===== src/rtl/cv32e40p_apu_core_pkg.sv =====
// ============================================================================
// Module      : cv32e40p_apu_core_pkg
// Description : Shared types for the APU dispatcher: latency classes and the
//               tag recorded for every granted APU operation.
// Revision    : 1.0 - initial release
// ============================================================================
`default_nettype none

package cv32e40p_apu_core_pkg;

  // Register-file write-address width carried in every tag.
  localparam int unsigned APU_WADDR_W = 6;

  // Latency class of an APU operation (2'b11 is folded into MULTI).
  typedef enum logic [1:0] {
    APU_LAT_SINGLE = 2'b00,
    APU_LAT_TWO    = 2'b01,
    APU_LAT_MULTI  = 2'b10
  } apu_lat_e;

  // One in-flight operation: where its result goes and how it is written back.
  typedef struct packed {
    logic [APU_WADDR_W-1:0] waddr;
    apu_lat_e               lat;
  } apu_tag_t;

  // Map the raw 2-bit latency field onto a legal class; reserved behaves as multicycle.
  function automatic apu_lat_e apu_norm_lat(input logic [1:0] lat);
    apu_lat_e res;
    case (lat)
      2'b00:   res = APU_LAT_SINGLE;
      2'b01:   res = APU_LAT_TWO;
      default: res = APU_LAT_MULTI;
    endcase
    return res;
  endfunction

endpackage

`default_nettype wire


===== src/rtl/cv32e40p_apu_dispatcher_if.sv =====
// ============================================================================
// Module      : cv32e40p_apu_dispatcher_if
// Description : Request/grant/result-valid handshake between the dispatcher
//               and the shared APU interconnect.
// Revision    : 1.0 - initial release
// ============================================================================
`default_nettype none

interface cv32e40p_apu_dispatcher_if;

  logic apu_req_o;
  logic apu_gnt_i;
  logic apu_rvalid_i;

  // Dispatcher side: issues requests, observes grant and in-order result valid.
  modport master (
    output apu_req_o,
    input  apu_gnt_i,
    input  apu_rvalid_i
  );

  // APU / interconnect side.
  modport slave (
    input  apu_req_o,
    output apu_gnt_i,
    output apu_rvalid_i
  );

endinterface

`default_nettype wire


===== src/rtl/cv32e40p_apu_dispatcher_tag_fifo.sv =====
// ============================================================================
// Module      : cv32e40p_apu_tag_fifo
// Description : In-order tag queue of granted APU ops. Exposes every entry
//               with its valid bit so the dispatcher can check hazards.
// Revision    : 1.0 - initial release
// ============================================================================
`default_nettype none

module cv32e40p_apu_tag_fifo
  import cv32e40p_apu_core_pkg::*;
#(
  parameter int unsigned DEPTH = 2
) (
  input  wire logic                 clk,
  input  wire logic                 rst_n,
  input  wire logic                 push_i,
  input  wire apu_tag_t             tag_i,
  input  wire logic                 pop_i,
  output apu_tag_t                  head_o,
  output logic                      empty_o,
  output logic                      full_o,
  output logic [DEPTH-1:0]          entry_valid_o,
  output apu_tag_t [DEPTH-1:0]      entry_tag_o,
  output logic                      two_cycle_pending_o
);

  localparam int unsigned PTR_W = $clog2(DEPTH);
  localparam logic [PTR_W:0] c_full_count = DEPTH[PTR_W:0];

  apu_tag_t [DEPTH-1:0] r_mem;
  logic [DEPTH-1:0]     r_valid;
  logic [PTR_W-1:0]     r_wptr;
  logic [PTR_W-1:0]     r_rptr;
  logic [PTR_W:0]       r_count;

  // Pointer, count and per-entry valid update; a push into the slot being popped wins.
  always_ff @(posedge clk or negedge rst_n) begin
    if (!rst_n) begin
      r_mem   <= '0;
      r_valid <= '0;
      r_wptr  <= '0;
      r_rptr  <= '0;
      r_count <= '0;
    end else begin
      if (pop_i) begin
        r_valid[r_rptr] <= 1'b0;
        r_rptr          <= r_rptr + 1'b1;
      end
      if (push_i) begin
        r_mem[r_wptr]   <= tag_i;
        r_valid[r_wptr] <= 1'b1;
        r_wptr          <= r_wptr + 1'b1;
      end
      case ({push_i, pop_i})
        2'b10:   r_count <= r_count + 1'b1;
        2'b01:   r_count <= r_count - 1'b1;
        default: r_count <= r_count;
      endcase
    end
  end

  // Status flags and the pending two-cycle reservation of the LSU port.
  always_comb begin
    head_o              = r_mem[r_rptr];
    empty_o             = (r_count == '0);
    full_o              = (r_count == c_full_count);
    entry_valid_o       = r_valid;
    entry_tag_o         = r_mem;
    two_cycle_pending_o = 1'b0;
    for (int i = 0; i < int'(DEPTH); i++) begin
      if (r_valid[i] && (r_mem[i].lat == APU_LAT_TWO)) begin
        two_cycle_pending_o = 1'b1;
      end
    end
  end

endmodule

`default_nettype wire


===== src/rtl/cv32e40p_apu_dispatcher.sv =====
// ============================================================================
// Module      : cv32e40p_apu_dispatcher
// Description : EX-stage issue/tracking controller for the shared APU. Drives
//               req/gnt, tracks granted ops in order, flags RAW/WAW hazards
//               and retires results on apu_rvalid_i.
// Revision    : 1.0 - initial release
// ============================================================================
`default_nettype none

module cv32e40p_apu_dispatcher
  import cv32e40p_apu_core_pkg::*;
#(
  parameter int unsigned DEPTH   = 2,
  // Must equal APU_WADDR_W, the width stored in each tag.
  parameter int unsigned WADDR_W = APU_WADDR_W
) (
  input  wire logic                   clk,
  input  wire logic                   rst_n,
  input  wire logic                   enable_i,
  input  wire logic [1:0]             apu_lat_i,
  input  wire logic [WADDR_W-1:0]     apu_waddr_i,
  input  wire logic [3*WADDR_W-1:0]   read_regs_i,
  input  wire logic [2:0]             read_regs_valid_i,
  input  wire logic [2*WADDR_W-1:0]   write_regs_i,
  input  wire logic [1:0]             write_regs_valid_i,
  cv32e40p_apu_dispatcher_if.master   apu_if,
  output logic                        valid_o,
  output logic [WADDR_W-1:0]          waddr_o,
  output logic                        singlecycle_o,
  output logic                        multicycle_o,
  output logic                        active_o,
  output logic                        stall_o,
  output logic                        read_dep_o,
  output logic                        write_dep_o,
  output logic                        ready_wb_o,
  output logic                        perf_type_o,
  output logic                        perf_cont_o,
  output logic                        perf_wb_o
);

  apu_tag_t             w_head;
  apu_tag_t             w_in_tag;
  apu_tag_t             w_ret_tag;
  apu_tag_t [DEPTH-1:0] w_entry_tag;
  logic [DEPTH-1:0]     w_entry_valid;
  logic                 w_empty;
  logic                 w_full_raw;
  logic                 w_full;
  logic                 w_two_pending;
  logic                 w_req;
  logic                 w_push;
  logic                 w_queue_pop;
  logic                 w_bypass;
  logic                 w_fifo_push;
  logic                 w_read_dep;
  logic                 w_write_dep;

  cv32e40p_apu_tag_fifo #(
    .DEPTH (DEPTH)
  ) u_tag_fifo (
    .clk                 (clk),
    .rst_n               (rst_n),
    .push_i              (w_fifo_push),
    .tag_i               (w_in_tag),
    .pop_i               (w_queue_pop),
    .head_o              (w_head),
    .empty_o             (w_empty),
    .full_o              (w_full_raw),
    .entry_valid_o       (w_entry_valid),
    .entry_tag_o         (w_entry_tag),
    .two_cycle_pending_o (w_two_pending)
  );

  // RAW/WAW check of the EX op against every valid tag, including one popping now.
  always_comb begin
    w_read_dep  = 1'b0;
    w_write_dep = 1'b0;
    for (int e = 0; e < int'(DEPTH); e++) begin
      for (int r = 0; r < 3; r++) begin
        if (w_entry_valid[e] && read_regs_valid_i[r] &&
            (read_regs_i[r*WADDR_W +: WADDR_W] == w_entry_tag[e].waddr)) begin
          w_read_dep = 1'b1;
        end
      end
      for (int w = 0; w < 2; w++) begin
        if (w_entry_valid[e] && write_regs_valid_i[w] &&
            (write_regs_i[w*WADDR_W +: WADDR_W] == w_entry_tag[e].waddr)) begin
          w_write_dep = 1'b1;
        end
      end
    end
    w_read_dep  = w_read_dep  & enable_i;
    w_write_dep = w_write_dep & enable_i;
  end

  // Issue, retire and bypass control plus all status/perf outputs.
  always_comb begin
    w_in_tag.waddr = apu_waddr_i;
    w_in_tag.lat   = apu_norm_lat(apu_lat_i);

    // A full queue is never empty, so its pop does not depend on this cycle's push;
    // this keeps full off the req -> push path and avoids a combinational loop.
    w_full      = w_full_raw & ~apu_if.apu_rvalid_i;
    w_req       = enable_i & ~w_read_dep & ~w_write_dep & ~w_full;
    w_push      = w_req & apu_if.apu_gnt_i;
    w_queue_pop = apu_if.apu_rvalid_i & ~w_empty;
    // Zero-latency APU: result arrives with the grant, nothing is enqueued.
    w_bypass    = apu_if.apu_rvalid_i & w_empty & w_push;
    w_fifo_push = w_push & ~w_bypass;

    w_ret_tag     = w_empty ? w_in_tag : w_head;
    valid_o       = w_queue_pop | w_bypass;
    waddr_o       = valid_o ? w_ret_tag.waddr : '0;
    singlecycle_o = valid_o & (w_ret_tag.lat == APU_LAT_SINGLE);
    multicycle_o  = valid_o & (w_ret_tag.lat == APU_LAT_MULTI);

    apu_if.apu_req_o = w_req;
    read_dep_o       = w_read_dep;
    write_dep_o      = w_write_dep;
    active_o         = ~w_empty | w_req;
    stall_o          = enable_i & (w_read_dep | w_write_dep | w_full |
                                   (w_req & ~apu_if.apu_gnt_i));
    ready_wb_o       = ~w_two_pending;
    perf_type_o      = enable_i & (w_read_dep | w_write_dep);
    perf_cont_o      = w_req & ~apu_if.apu_gnt_i;
    perf_wb_o        = enable_i & w_full;
  end

endmodule

`default_nettype wire


===== src/flat_wrapper.sv =====
// flat-port wrapper written by rule: the top's interface ports become plain ports
module cv32e40p_apu_dispatcher_flat import cv32e40p_apu_core_pkg::*;
#(
  parameter int unsigned DEPTH   = 2,
                                                          
  parameter int unsigned WADDR_W = APU_WADDR_W
)
  (clk, rst_n, enable_i, apu_lat_i, apu_waddr_i, read_regs_i, read_regs_valid_i, write_regs_i, write_regs_valid_i, valid_o, waddr_o, singlecycle_o, multicycle_o, active_o, stall_o, read_dep_o, write_dep_o, ready_wb_o, perf_type_o, perf_cont_o, perf_wb_o, apu_if_apu_req_o, apu_if_apu_gnt_i, apu_if_apu_rvalid_i);
  cv32e40p_apu_dispatcher_if apu_if_i ();
  input  wire logic clk;
  input  wire logic rst_n;
  input  wire logic enable_i;
  input  wire logic [1:0] apu_lat_i;
  input  wire logic [WADDR_W-1:0] apu_waddr_i;
  input  wire logic [3*WADDR_W-1:0] read_regs_i;
  input  wire logic [2:0] read_regs_valid_i;
  input  wire logic [2*WADDR_W-1:0] write_regs_i;
  input  wire logic [1:0] write_regs_valid_i;
  output logic valid_o;
  output logic [WADDR_W-1:0] waddr_o;
  output logic singlecycle_o;
  output logic multicycle_o;
  output logic active_o;
  output logic stall_o;
  output logic read_dep_o;
  output logic write_dep_o;
  output logic ready_wb_o;
  output logic perf_type_o;
  output logic perf_cont_o;
  output logic perf_wb_o;
  output wire logic [$bits(apu_if_i.apu_req_o)-1:0] apu_if_apu_req_o;
  input wire logic [$bits(apu_if_i.apu_gnt_i)-1:0] apu_if_apu_gnt_i;
  input wire logic [$bits(apu_if_i.apu_rvalid_i)-1:0] apu_if_apu_rvalid_i;
  assign apu_if_apu_req_o = apu_if_i.apu_req_o;
  assign apu_if_i.apu_gnt_i = apu_if_apu_gnt_i;
  assign apu_if_i.apu_rvalid_i = apu_if_apu_rvalid_i;
  cv32e40p_apu_dispatcher #(.DEPTH(DEPTH), .WADDR_W(WADDR_W)) u_core (.clk(clk), .rst_n(rst_n), .enable_i(enable_i), .apu_lat_i(apu_lat_i), .apu_waddr_i(apu_waddr_i), .read_regs_i(read_regs_i), .read_regs_valid_i(read_regs_valid_i), .write_regs_i(write_regs_i), .write_regs_valid_i(write_regs_valid_i), .apu_if(apu_if_i), .valid_o(valid_o), .waddr_o(waddr_o), .singlecycle_o(singlecycle_o), .multicycle_o(multicycle_o), .active_o(active_o), .stall_o(stall_o), .read_dep_o(read_dep_o), .write_dep_o(write_dep_o), .ready_wb_o(ready_wb_o), .perf_type_o(perf_type_o), .perf_cont_o(perf_cont_o), .perf_wb_o(perf_wb_o));
endmodule

===== config.mk =====
export PLATFORM = sky130hd
export DESIGN_NAME = cv32e40p_apu_dispatcher_flat
export DESIGN_NICKNAME = d
export VERILOG_FILES = /design/src/rtl/cv32e40p_apu_core_pkg.sv /design/src/rtl/cv32e40p_apu_dispatcher_if.sv /design/src/rtl/cv32e40p_apu_dispatcher_tag_fifo.sv /design/src/rtl/cv32e40p_apu_dispatcher.sv /design/src/flat_wrapper.sv
export SDC_FILE = /design/constraint.sdc
export NUM_CORES = 1
export LEC_CHECK = 0
export ABC_AREA = 1
export CORE_ASPECT_RATIO = 1.4
export CORE_MARGIN = 5
export CORE_UTILIZATION = 49
export DETAILED_ROUTE_END_ITERATION = 8
export PLACE_DENSITY = 0.81
export SLEW_MARGIN = 5
export SYNTH_ARGS = -nofsm -noshare
export SYNTH_HDL_FRONTEND = slang
export SYNTH_HIERARCHICAL = 1
export SYNTH_SLANG_ARGS = --single-unit

===== constraint.sdc =====
create_clock -name clk -period 2.5 [get_ports clk]
set_clock_uncertainty 0.1 [all_clocks]
set_input_delay 0.75 -clock clk [delete_from_list [all_inputs] [get_ports clk]]
set_output_delay 0.75 -clock clk [all_outputs]
set_load 0.1 [all_outputs]

Word-level counts from Yosys, hierarchy flattened. Index checks and enable logic that the tools add are counted.

Input bits: 48. Logic and storage cells: 121. Output and inout port bits: 18. Register bits: 22.

Reduce and logical (&&, ||, !) cells: 28. Mux-type cells: 27. Order comparisons: 4. Equality and inequality tests: 17. Bitwise logic cells: 33. Add/sub/neg operators: 4.

Operator list (count): $eq A6 B6 Y1 (10); $mux W8 (4); $logic_and A1 B1 Y1 (24); $and A1 B1 Y1 (17); $bwmux W16 (1); $mux W1 (14); $demux W8 S1 (1); $eq A2 B1 Y1 const B (4); $not A1 Y1 (8); $pmux W2 S2 (2); $eq A2 B2 Y1 const B (3); $logic_not A2 Y1 (3); $mux W6 (1); $or A1 B1 Y1 (5); $lt A1 B2 Y1 const B (2); $mux W2 (2); $add A1 B1 Y1 const B (2); $add A2 B1 Y2 const B (1); $and A2 B2 Y2 (1); $demux W1 S1 (2); $ge A1 B1 Y1 const B (2); $not A2 Y2 (1); $or A2 B2 Y2 (1); $reduce_bool A2 Y1 (1); $sub A2 B1 Y2 const B (1).

Longest topological paths before layout. Gate-level depths: netlist of run 1.

Depth in word-level cells: 19. Mapped depth: 18. Gate-level depth less buffers: 18.

By module. Netlist of run 1, hierarchy kept.

By module, submodules not included: cv32e40p_apu_dispatcher (cells an instance 311, times used 1, seq. area each 0.0 sq um, area each 1365.1 sq um); cv32e40p_apu_tag_fifo (cells an instance 119, times used 1, seq. area each 550.5 sq um, area each 1021.0 sq um).

Worst setup path after synthesis of run 1. Ideal clock, no wire load.

Path type: input-to-output. Start: in write_regs_i[3]. End: out stall_o. Stages: 10. Path buffers: 0. Required time: 1650 ps. Arrival time: 3723 ps. Slack: -2073 ps. Cells stage by stage: inv_1 > nand2_1 > o21ai_0 > nor2_1 > nand2_1 > nor2_1 > nor2_2 > a21oi_1 > nor2_1 > nand3b_1.

Word-level cells in the longest chain between the ends: 13. Elaborated cells on any way between the ends: 17. Classes of those cells: eq/ne: 2; mux: 4; bitwise: 9; reduce/logical: 2.

RTL lines: start: declaration (line flat_wrapper.sv:17) `input wire logic [2*WADDR_W-1:0] write_regs_i;`; $eq A6 B6 Y1 (line cv32e40p_apu_dispatcher.sv:87) `(write_regs_i[w*WADDR_W +: WADDR_W] == w_entry_tag[e].waddr)) begin`; $logic_and A1 B1 Y1 (line cv32e40p_apu_dispatcher.sv:86) `if (w_entry_valid[e] && write_regs_valid_i[w] &&`; $mux W1 (2 in a row) (line cv32e40p_apu_dispatcher.sv:86); $mux W1 (*) (2 in a row) (line cv32e40p_apu_dispatcher.sv:86); $and A1 B1 Y1 (*) (line cv32e40p_apu_dispatcher.sv:93) `w_write_dep = w_write_dep & enable_i;`; via write_dep_o (line flat_wrapper.sv:26) `output logic write_dep_o;`; $not A1 Y1 (line cv32e40p_apu_dispatcher.sv:104) `w_req = enable_i & ~w_read_dep & ~w_write_dep & ~w_full;`; $and A1 B1 Y1 (2 in a row) (line cv32e40p_apu_dispatcher.sv:104); $and A1 B1 Y1 (line cv32e40p_apu_dispatcher.sv:122) `(w_req & ~apu_if.apu_gnt_i));`; $or A1 B1 Y1 (*) (line cv32e40p_apu_dispatcher.sv:121) `stall_o = enable_i & (w_read_dep | w_write_dep | w_full |`; $and A1 B1 Y1 (*) (line cv32e40p_apu_dispatcher.sv:121); end: declaration (line flat_wrapper.sv:24) `output logic stall_o;`.

Mark *: on every way through the listed nets, which the timed path passes. The rest lies on a longest branch.

Worst setup path in the final report of run 1.
Start: reg u_core.u_tag_fifo.r_mem (netlist bit u_core/u_tag_fifo/entry_tag_o[5]). End: out waddr_o[3].

Word-level cells in the longest chain between the ends: 17. Elaborated cells on any way between the ends: 34. Classes of those cells: eq/ne: 5; mux: 14; bitwise: 10; reduce/logical: 5.

RTL lines: start: declaration (line cv32e40p_apu_dispatcher_tag_fifo.sv:30) `apu_tag_t [DEPTH-1:0] r_mem;`; start signal: indexed assignment (line cv32e40p_apu_dispatcher_tag_fifo.sv:50) `r_mem[r_wptr] <= tag_i;`; $eq A6 B6 Y1 (line cv32e40p_apu_dispatcher.sv:81) `(read_regs_i[r*WADDR_W +: WADDR_W] == w_entry_tag[e].waddr)) begin`; $logic_and A1 B1 Y1 (line cv32e40p_apu_dispatcher.sv:80) `if (w_entry_valid[e] && read_regs_valid_i[r] &&`; $mux W1 (6 in a row) (line cv32e40p_apu_dispatcher.sv:80); $and A1 B1 Y1 (line cv32e40p_apu_dispatcher.sv:92) `w_read_dep = w_read_dep & enable_i;`; $not A1 Y1 (line cv32e40p_apu_dispatcher.sv:104); $and A1 B1 Y1 (3 in a row) (line cv32e40p_apu_dispatcher.sv:104); $and A1 B1 Y1 (line cv32e40p_apu_dispatcher.sv:105) `w_push = w_req & apu_if.apu_gnt_i;`; $and A1 B1 Y1 (line cv32e40p_apu_dispatcher.sv:108) `w_bypass = apu_if.apu_rvalid_i & w_empty & w_push;`; $or A1 B1 Y1 (line cv32e40p_apu_dispatcher.sv:112) `valid_o = w_queue_pop | w_bypass;`; $mux W6 (*) (line cv32e40p_apu_dispatcher.sv:113) `waddr_o = valid_o ? w_ret_tag.waddr : '0;`; end: declaration (line flat_wrapper.sv:20) `output logic [WADDR_W-1:0] waddr_o;`.

Mark *: on every way between the ends. The rest lies on a longest branch, timed or not. The select of a mux whose other input is x is not followed.

==> results of run 1 <==
metal layers:
layer / wire length (µm) / global-route usage
met5: 0 / 0
met2: 6230 / 0.576
met1: 3860 / 0.298
met3: 1380 / 0.0340
met4: 1310 / 0.179
through the flow:
| stage | cell area, µm² | TNS, ps | cells | hold WS, ps |
|---|---|---|---|---|
| CTS | 3970 | -8470 | 607 | 395 |
| global placement | 3830 | -34920 | 601 | 365 |
| finish | 4290 | -15160 | 617 | 444 |
| global route | 4290 | -19590 | 617 | 445 |
| floorplan | 2570 | -28260 | 430 | 354 |
| detailed placement | 3830 | -37600 | 601 | 377 |
sequential cells by signal, summed over array words and instances, names as in the netlist:
register	cells
u_core/u_tag_fifo/entry_tag_o	16
u_core/u_tag_fifo/r_wptr	1
u_core/u_tag_fifo/r_rptr	1
u_core/u_tag_fifo/entry_valid_o	2
u_core/u_tag_fifo/r_count	2
critical path, delay by kind of cell, from the launching register on:
family	cells	cell delay [ps]
AND/OR/NAND/NOR	9	930
AO/OA/AOI/OAI	1	180
buffers and inverters	3	550
flip-flops	1	450
kinds of logic after synthesis:
kind of cell | after synthesis | share of synthesized area
XOR/XNOR | 8 | 0.0294
AO/OA/AOI/OAI | 50 | 0.120
buffers and inverters | 81 | 0.140
AND/OR/NAND/NOR | 260 | 0.440
multiplexers | 8 | 0.0341
adder cells (fa/ha/maj) | 1 | 0.00524
flip-flops | 22 | 0.231
cell type report:
cell class	instances	area, µm²	area share
clock inverter	1	30.0	0.00701
timing repair buffer	123	1360	0.317
clock buffer	3	41.3	0.00964
inverter	74	337	0.0785
multi-input combinational	330	1880	0.438
sequential	22	559	0.131
tap	64	80.1	0.0187
cell usage in the layout (no fill, tap or decap), types with 2 or more instances in the layout:
| master | n |
|---|---|
| a21oi_1 | 4 |
| a21oi_2 | 4 |
| a21oi_4 | 9 |
| buf_12 | 22 |
| buf_2 | 8 |
| buf_4 | 51 |
| buf_6 | 25 |
| clkbuf_16 | 2 |
| clkbuf_8 | 3 |
| clkdlybuf4s50_1 | 10 |
| clkinvlp_4 | 3 |
| dfrtp_1 | 15 |
| dfrtp_2 | 7 |
| dlygate4sd2_1 | 2 |
| inv_1 | 32 |
| inv_2 | 23 |
| inv_4 | 13 |
| inv_8 | 2 |
| mux2i_1 | 7 |
| nand2_1 | 162 |
| nand2_2 | 18 |
| nand2_4 | 4 |
| nand3_1 | 5 |
| nand3_2 | 7 |
| nand3b_1 | 2 |
| nor2_1 | 34 |
| nor2_2 | 19 |
| nor2_4 | 3 |
| o21ai_0 | 9 |
| o21ai_1 | 7 |
| o21ai_2 | 16 |
| or2_4 | 4 |
| xnor2_1 | 4 |
| xnor2_2 | 2 |
| xor2_1 | 2 |
final timing paths:
| path | end | slack (ps) |
|---|---|---|
| min | u_core/u_tag_fifo/entry_tag_o[1]$_DFFE_PN0P_ | 440 |
| min reg2reg | u_core/u_tag_fifo/entry_tag_o[1]$_DFFE_PN0P_ | 440 |
| max reg2reg | u_core/u_tag_fifo/entry_tag_o[14]$_DFFE_PN0P_ | -310 |
| min in group asynchronous | u_core/u_tag_fifo/entry_valid_o[1]$_DFF_PN0_ | 720 |
| max | waddr_o[3] | -760 |
| max in group asynchronous | u_core/u_tag_fifo/entry_tag_o[7]$_DFFE_PN0P_ | 1300 |
power breakdown:
| group | switching [mW] | internal (mW) |
|---|---|---|
| logic | 2.42 | 1.52 |
| clock network | 0.140 | 0.215 |
| registers | 0.329 | 0.533 |
timing repair:
item                       4_1_cts  5_1_grt
resized for setup              206       76
pin swaps                       53       46
setup endpoints to repair       38       38
buffers inserted                 3        7
cloned                           1        5
==> flow_summary.ini, run 1 <==
[status]
status = finished, violations left
violations = negative setup slack

[floorplan]
initial_core_util = 0.497
die_w_um = 69.0
core_area_um2 = 4800
die_y_um = 92.6
dieArea_um2 = 6380
io_pins = 66
rows = 30

[hold_path]
min_path_type = flip-flop to flip-flop
hp-start = u_core/u_tag_fifo/entry_tag_o[1]$_DFFE_PN0P_
holdPathStages = 2

[setup_path]
arrival_ps = 2410
worstSetupPathType = flip-flop to primary output
r2r-start = u_core/u_tag_fifo/entry_tag_o[5]$_DFFE_PN0P_
crit_start = u_core/u_tag_fifo/entry_tag_o[5]$_DFFE_PN0P_
ff2ff_path_depth = 19
crit_fanout = 5
crit_path_cell_trace = buf_4, nand2_1, nand2_1, nor2_1, nand2_1, nor2_2, nor2_2, nand3_2, nor2_4, nand3_4, buf_12, a21oi_4, buf_12
critical-path-max-stage-delay_ps = 450
cp-start-kind = flip-flop
end_kind = primary output
crit_top_cell = nand2_1
critPathRequiredTime_ps = 1650
critical-path-slowest-cell = dfrtp_1

[clocking]
cts-htree-levels = 1
cts_root_buf = clkbuf_8
clk_pin_slew_ps = 100
tritoncts = yes
clockBufferDepth = 2
clkLatencyLatePin_ps = 280
numCtsBuffers = 3
clock_sinks = 22
ctsHoldBuffers = 0

[route]
drt-wirelength-per-cell_um = 20.7
drc = 0
drtIter0Drc = 490
dr.pass1.iters = 6
wirelength_um = 12800
postRouteAntennaNets = 0
vias = 3742
vias_per_cell = 6.06

[global_routing]
grt_pass1_vias = 3240
antenna_found_initial = 0
grt_max_degree = 23
grt_overflow = 0
grt.total_usage = 0.305
grt_pass1_wl_um = 14600

[power]
vdd_drop_max_mv = 1.19
leakage_nw = 2.19
report.power.total_mw = 5.16
power_density_nw_per_um2 = 1200

[synth]
synth_area_per_cell_um2 = 5.55
synth_area_leaders = nand2_1 29%, dfrtp_1 23%, inv_1 9.6%
seq_area_frac_synth = 0.231
async_flop_share = 1.00
synth_top_cells_by_count = 185 x nand2_1, 61 x inv_1, 50 x nor2_1
synth_largest_area_cell = nand2_1
ys_ff_latch = 22
synthFlopType = dfrtp_1
yosysMostFrequentCell = nand2_1
syn_inst = 430
synthDistinctLibCells = 31
syn_nets = 479
synth_edf_count = 0
syn-cell-area_um2 = 2390
ys_warn_count = 6
yosys.area.top_type_share = 0.291

[layout]
utilization = 0.892
diodes = 0
num-nets-final = 603
fillers = 223
syn2layout_area_growth_pct = 79.6
drive_above_1_share = 0.461

[sta]
period_minus_slack_ps = 3260
slew_violations = 0
setup_viol = 38
hold_viol = 0
relSlewSlack = 0.688
fmax_mhz = 307
post-route-period-util = 1.30
worstMarginPinSlew_ps = 455
rsz0062_at_grt = yes
layout_setup_ws_ps = -757

[placed_design]
place_hpwl_um = 7050
place_congestion = 0.947
numPortBuffers = 65
dp_worst_setup_slack_ps = -1180

[flow_run]
drv_cap = 0
(Power assumes the default switching activity.)
==> inputs of run 2 (changes only) <==
--- a/config.mk
+++ b/config.mk
@@ -8,9 +8,9 @@
 export ABC_AREA = 1
 export CORE_ASPECT_RATIO = 1.4
 export CORE_MARGIN = 5
-export CORE_UTILIZATION = 49
+export CORE_UTILIZATION = 53
 export DETAILED_ROUTE_END_ITERATION = 8
-export PLACE_DENSITY = 0.81
+export PLACE_DENSITY = 0.87
 export SLEW_MARGIN = 5
 export SYNTH_ARGS = -nofsm -noshare
 export SYNTH_HDL_FRONTEND = slang
==> constraint.sdc (replaced) <==
create_clock -name clk -period 4.1 [get_ports clk]
set_clock_uncertainty 0.1 [all_clocks]
set_input_delay 1.23 -clock clk [delete_from_list [all_inputs] [get_ports clk]]
set_output_delay 1.23 -clock clk [all_outputs]
set_load 0.05 [all_outputs]
==> run 2 against run 1 <==
First-iteration DRC count decreased by 46%. Highest routed layer unchanged. Via count decreased by 20%. Largest power group unchanged. Combinational power is 61% lower. Cell area shrank 18%. The flow now finishes without violations.
==> flow_summary.ini, run 2 (synthesized netlist as in run 1, its figures left out) <==
[clocking]
cts-htree-levels = 1
clockBufferDepth = 2
clock_sinks = 22
numCtsBuffers = 3
tritoncts = yes
ctsHoldBuffers = 0
cts_root_buf = clkbuf_8
clkLatencyLatePin_ps = 260
clk_pin_slew_ps = 80

[global_routing]
grt_pass1_vias = 3007
grt.total_usage = 0.292
grt_max_degree = 23
antenna_found_initial = 0
grt_pass1_wl_um = 13300
grt_overflow = 0

[floorplan]
die_y_um = 89.4
core_area_um2 = 4460
dieArea_um2 = 5960
die_w_um = 66.7
initial_core_util = 0.535
io_pins = 66
rows = 29

[sta]
hold_viol = 0
setup_viol = 0
relSlewSlack = 0.360
fmax_mhz = 247
slew_violations = 0
period_minus_slack_ps = 4050
worstMarginPinSlew_ps = 957
setup-tns-final_ps = 0
post-route-period-util = 0.987
hold_ws_ps = 426
rsz0062_at_grt = yes

[route]
vias_per_cell = 5.27
drt-wirelength-per-cell_um = 14.6
dr.pass1.iters = 5
drtIter0Drc = 267
vias = 2991
wirelength_um = 8280
postRouteAntennaNets = 0
drc = 0

[layout]
diodes = 0
layout_common_cells = 178 x nand2_1, 45 x inv_1, 42 x nor2_1
final_common_cell = nand2_1
drive_above_1_share = 0.298
syn2layout_area_growth_pct = 46.9
largest_reg_flops = 16
num-nets-final = 556

[setup_path]
arrival_ps = 2720
crit_fanout = 5
cp-start-kind = primary input
critPathRequiredTime_ps = 2770
critical-path-slowest-cell = a21oi_4
crit_top_cell = nand2_1
end_kind = primary output
critical-path-max-stage-delay_ps = 220
crit_path_cell_trace = buf_2, inv_1, nand2_1, nand2_1, nor2_1, nand2_1, nor2_1, nor2_2, nand3_2, nor2_4, nand3_4, a21oi_4, buf_12
worstSetupPathType = primary input to primary output

[power]
report.power.total_mw = 2.28
seqPwrFrac = 0.234
vdd_drop_max_mv = 0.690
p_sw_mw = 1.21
power.internal_mw = 1.07
p_comb_frac = 0.678
clock_power_share = 0.088
power_density_nw_per_um2 = 650
switching_share = 0.533
leakage_nw = 1.87

[placed_design]
place_congestion = 0.929
numPortBuffers = 65
place_hpwl_um = 6090

[status]
status = finished clean

[flow_run]
drv_cap = 0

[hold_path]
min_path_type = flip-flop to flip-flop
==> run 2: repair_timing <==
action,CTS,global route
hold endpoints to repair,0,0
pin swaps,26,37
setup buffers,1,0
setup endpoints to repair,16,14
gates resized for setup,130,75
cloned,1,0
==> run 2: path summary, 6_finish.rpt <==
path,from,to,slack (ps),depth (start not counted)
min in group asynchronous,rst_n,u_core/u_tag_fifo/entry_valid_o[0]$_DFF_PN0_,1400,1
worst max-delay path,read_regs_i[5],waddr_o[3],50,13
worst min register to register,u_core/u_tag_fifo/entry_tag_o[1]$_DFFE_PN0P_,u_core/u_tag_fifo/entry_tag_o[1]$_DFFE_PN0P_,430,2
max in group asynchronous,rst_n,u_core/u_tag_fifo/entry_valid_o[1]$_DFF_PN0_,1920,1
worst min-delay path,u_core/u_tag_fifo/entry_tag_o[1]$_DFFE_PN0P_,u_core/u_tag_fifo/entry_tag_o[1]$_DFFE_PN0P_,430,2
worst max register to register,u_core/u_tag_fifo/entry_tag_o[2]$_DFFE_PN0P_,u_core/u_tag_fifo/entry_tag_o[8]$_DFFE_PN0P_,1080,15
==> run 2: area by class of cell <==
| class | instances | area (µm²) |
|---|---|---|
| fill | 336 | 957 |
| multi-input combinational | 328 | 1710 |
| tap | 62 | 77.6 |
| sequential | 22 | 551 |
| timing repair buffer | 78 | 810 |
| inverter | 74 | 289 |
| clock inverter | 1 | 30.0 |
| clock buffer | 3 | 41.3 |
==> run 2: power by group through the flow <==
stage	logic, mW	clock network [mW]	registers, mW
after floorplan	0.913	0	0.437
after global placement	1.34	0	0.512
after detailed placement	1.38	0	0.516
after CTS	1.48	0.201	0.516
after global routing	1.68	0.207	0.551
final	1.55	0.201	0.532
==> run 2: worst max-delay path: cells and delay by family <==
family / cells / cell delay [ps]
buffers and inverters: 3 / 330
AND/OR/NAND/NOR: 9 / 930
AO/OA/AOI/OAI: 1 / 220
==> run 2: through the flow <==
step | instances | area (µm²) | setup WS (ps) | utilization
floorplan | 430 | 2390 | -302 | -
global placement | 562 | 3330 | -267 | 0.747
detailed placement | 562 | 3330 | -349 | 0.747
CTS | 568 | 3520 | 0.480 | 0.789
global route | 568 | 3510 | -42.6 | 0.786
finish | 568 | 3510 | 52.5 | 0.786
==> run 2: metal layers <==
| metal | GRT usage | up-vias | part of all wire |
|---|---|---|---|
| met3 | 0.0314 | 44 | 0.056 |
| met5 | 0 | - | 0 |
| met2 | 0.562 | 148 | 0.53 |
| met1 | 0.298 | 1339 | 0.35 |
| li1 | - | 1460 | - |
| met4 | 0.168 | 0 | 0.055 |
==> inputs of run 3 (changes only) <==
--- a/config.mk
+++ b/config.mk
@@ -10,9 +10,11 @@
 export CORE_MARGIN = 5
 export CORE_UTILIZATION = 53
 export DETAILED_ROUTE_END_ITERATION = 8
+export MAX_ROUTING_LAYER = met4
 export PLACE_DENSITY = 0.87
 export SLEW_MARGIN = 5
 export SYNTH_ARGS = -nofsm -noshare
 export SYNTH_HDL_FRONTEND = slang
 export SYNTH_HIERARCHICAL = 1
 export SYNTH_SLANG_ARGS = --single-unit
+export TNS_END_PERCENT = 1
==> constraint.sdc (replaced) <==
create_clock -name clk -period 4.1 [get_ports clk]
set_clock_uncertainty 0.1 [all_clocks]
set_input_delay 1.23 -clock clk [delete_from_list [all_inputs] [get_ports clk]]
set_output_delay 1.23 -clock clk [all_outputs]
set_load 0.02 [all_outputs]
==> run 3 against run 2 <==
Global-route usage shrank 1.3 points. Utilization shrank 8.0 points. First-iteration DRC count shrank 18%. Critical path depth is the same. Via count shrank 0.33%. Wire length shrank 4.5%. Critical endpoint unchanged. Largest power group unchanged.
==> flow_summary.ini, run 3 (synthesized netlist as in run 1, its figures left out) <==
[global_routing]
antenna_found_initial = 0
grt_overflow = 0
grt_pass1_wl_um = 12500
grt_pass1_vias = 2816
grt.total_usage = 0.279
grt_max_degree = 23

[layout]
final_common_cell = nand2_1
layoutNonFillerInstCount = 569
largest_reg_flops = 16
fillers = 416
num-nets-final = 557
diodes = 0
syn2layout_area_growth_pct = 31.9
drive_above_1_share = 0.258
layout_common_cells = 181 x nand2_1, 52 x inv_1, 42 x nor2_1

[route]
drc = 0
drtIter0Drc = 220
postRouteAntennaNets = 0
dr.pass1.iters = 5
drt-wirelength-per-cell_um = 13.9
vias_per_cell = 5.24
vias = 2981
wirelength_um = 7900

[clocking]
clk_pin_slew_ps = 70
clkLatencyLatePin_ps = 270
clockBufferDepth = 2
cts-htree-levels = 1
numCtsBuffers = 3
ctsHoldBuffers = 0
cts_root_buf = clkbuf_8
tritoncts = yes
clock_sinks = 22

[floorplan]
initial_core_util = 0.535
core_area_um2 = 4460
rows = 29
die_w_um = 66.7
io_pins = 66
die_y_um = 89.4
dieArea_um2 = 5960

[setup_path]
worstSetupPathType = primary input to primary output
arrival_ps = 2720
crit_fanout = 5
cp-start-kind = primary input
critPathRequiredTime_ps = 2770
end_kind = primary output

[flow_run]
drv_cap = 0

[sta]
period_minus_slack_ps = 4050
slew_violations = 0
layout_setup_ws_ps = 50.5
worstMarginPinSlew_ps = 961
relSlewSlack = 0.357
setup_viol = 0
fmax_mhz = 247
hold_viol = 0
post-route-period-util = 0.988

[power]
leakage_nw = 1.78
vdd_drop_max_mv = 0.398
power_density_nw_per_um2 = 590

[placed_design]
placed_cells = 561
place_congestion = 0.965
dp_worst_setup_slack_ps = -697
place_hpwl_um = 5950
numPortBuffers = 65

[status]
status = finished clean

[hold_path]
min_path_type = flip-flop to flip-flop
[run 3: worst paths after layout]
check	startpoint	end	slack (ps)	cells after the start
min reg2reg	u_core/u_tag_fifo/entry_tag_o[1]$_DFFE_PN0P_	u_core/u_tag_fifo/entry_tag_o[1]$_DFFE_PN0P_	390	2
max	read_regs_i[17]	waddr_o[3]	50	13
min	u_core/u_tag_fifo/entry_tag_o[1]$_DFFE_PN0P_	u_core/u_tag_fifo/entry_tag_o[1]$_DFFE_PN0P_	390	2
min in group asynchronous	rst_n	u_core/u_tag_fifo/r_count[1]$_DFFE_PN0P_	1390	1
max reg2reg	u_core/u_tag_fifo/entry_tag_o[2]$_DFFE_PN0P_	u_core/u_tag_fifo/entry_tag_o[8]$_DFFE_PN0P_	1120	16
max in group asynchronous	rst_n	u_core/u_tag_fifo/entry_tag_o[2]$_DFFE_PN0P_	1920	1
[run 3: power by group]
| group | total [mW] | internal, mW | switching [mW] |
|---|---|---|---|
| clock | 0.155 | 0.0857 | 0.0697 |
| sequential | 0.516 | 0.317 | 0.199 |
| combinational | 1.19 | 0.464 | 0.722 |
[run 3: cell type report]
| class | instances | area (µm²) | area share |
|---|---|---|---|
| clock buffers | 4 | 55.1 | 0.0175 |
| inverters | 74 | 282 | 0.0895 |
| multi-input cells | 328 | 1600 | 0.508 |
| well taps | 62 | 77.6 | 0.0247 |
| repair buffers | 78 | 576 | 0.183 |
| flip-flops and latches | 22 | 551 | 0.175 |
| repair inverters | 1 | 7.51 | 0.00239 |
[run 3: per-layer routing]
layer	GRT usage	vias to the layer above	wire length, µm
li1	-	1452	-
met4	0.137	0	361
met2	0.518	140	4210
met5	-	-	0
met1	0.294	1358	2880
met3	0.0201	31	449
[run 3: critical path, stage by stage]
cell,delay [ps]
clkbuf_2,110
inv_1,80
nand2_1,70
o21ai_2,70
nor2_1,50
nand2_1,60
nor2_2,50
nor2_2,140
nand3_2,140
nor2_4,220
nand3_4,160
a21oi_2,210
buf_6,140
[run 3: stage by stage]
stage	hold slack [ps]	instance area [µm²]	util	total power, mW	setup TNS, ps
after floorplan	355	2390	-	1.22	0
after global placement	369	3150	0.706	1.60	-9760
after detailed placement	368	3150	0.706	1.63	-9960
after CTS	392	3200	0.717	1.79	0
after global routing	424	3150	0.705	2.01	-12.0
final	387	3150	0.705	1.86	0
[run 3: what timing repair did]
item	CTS	global route
resized for setup	135	83
endpoints found under the hold margin	0	0
gates cloned	1	1
pin swaps	18	28
setup buffers	1	1
endpoints found under the setup margin	16	16
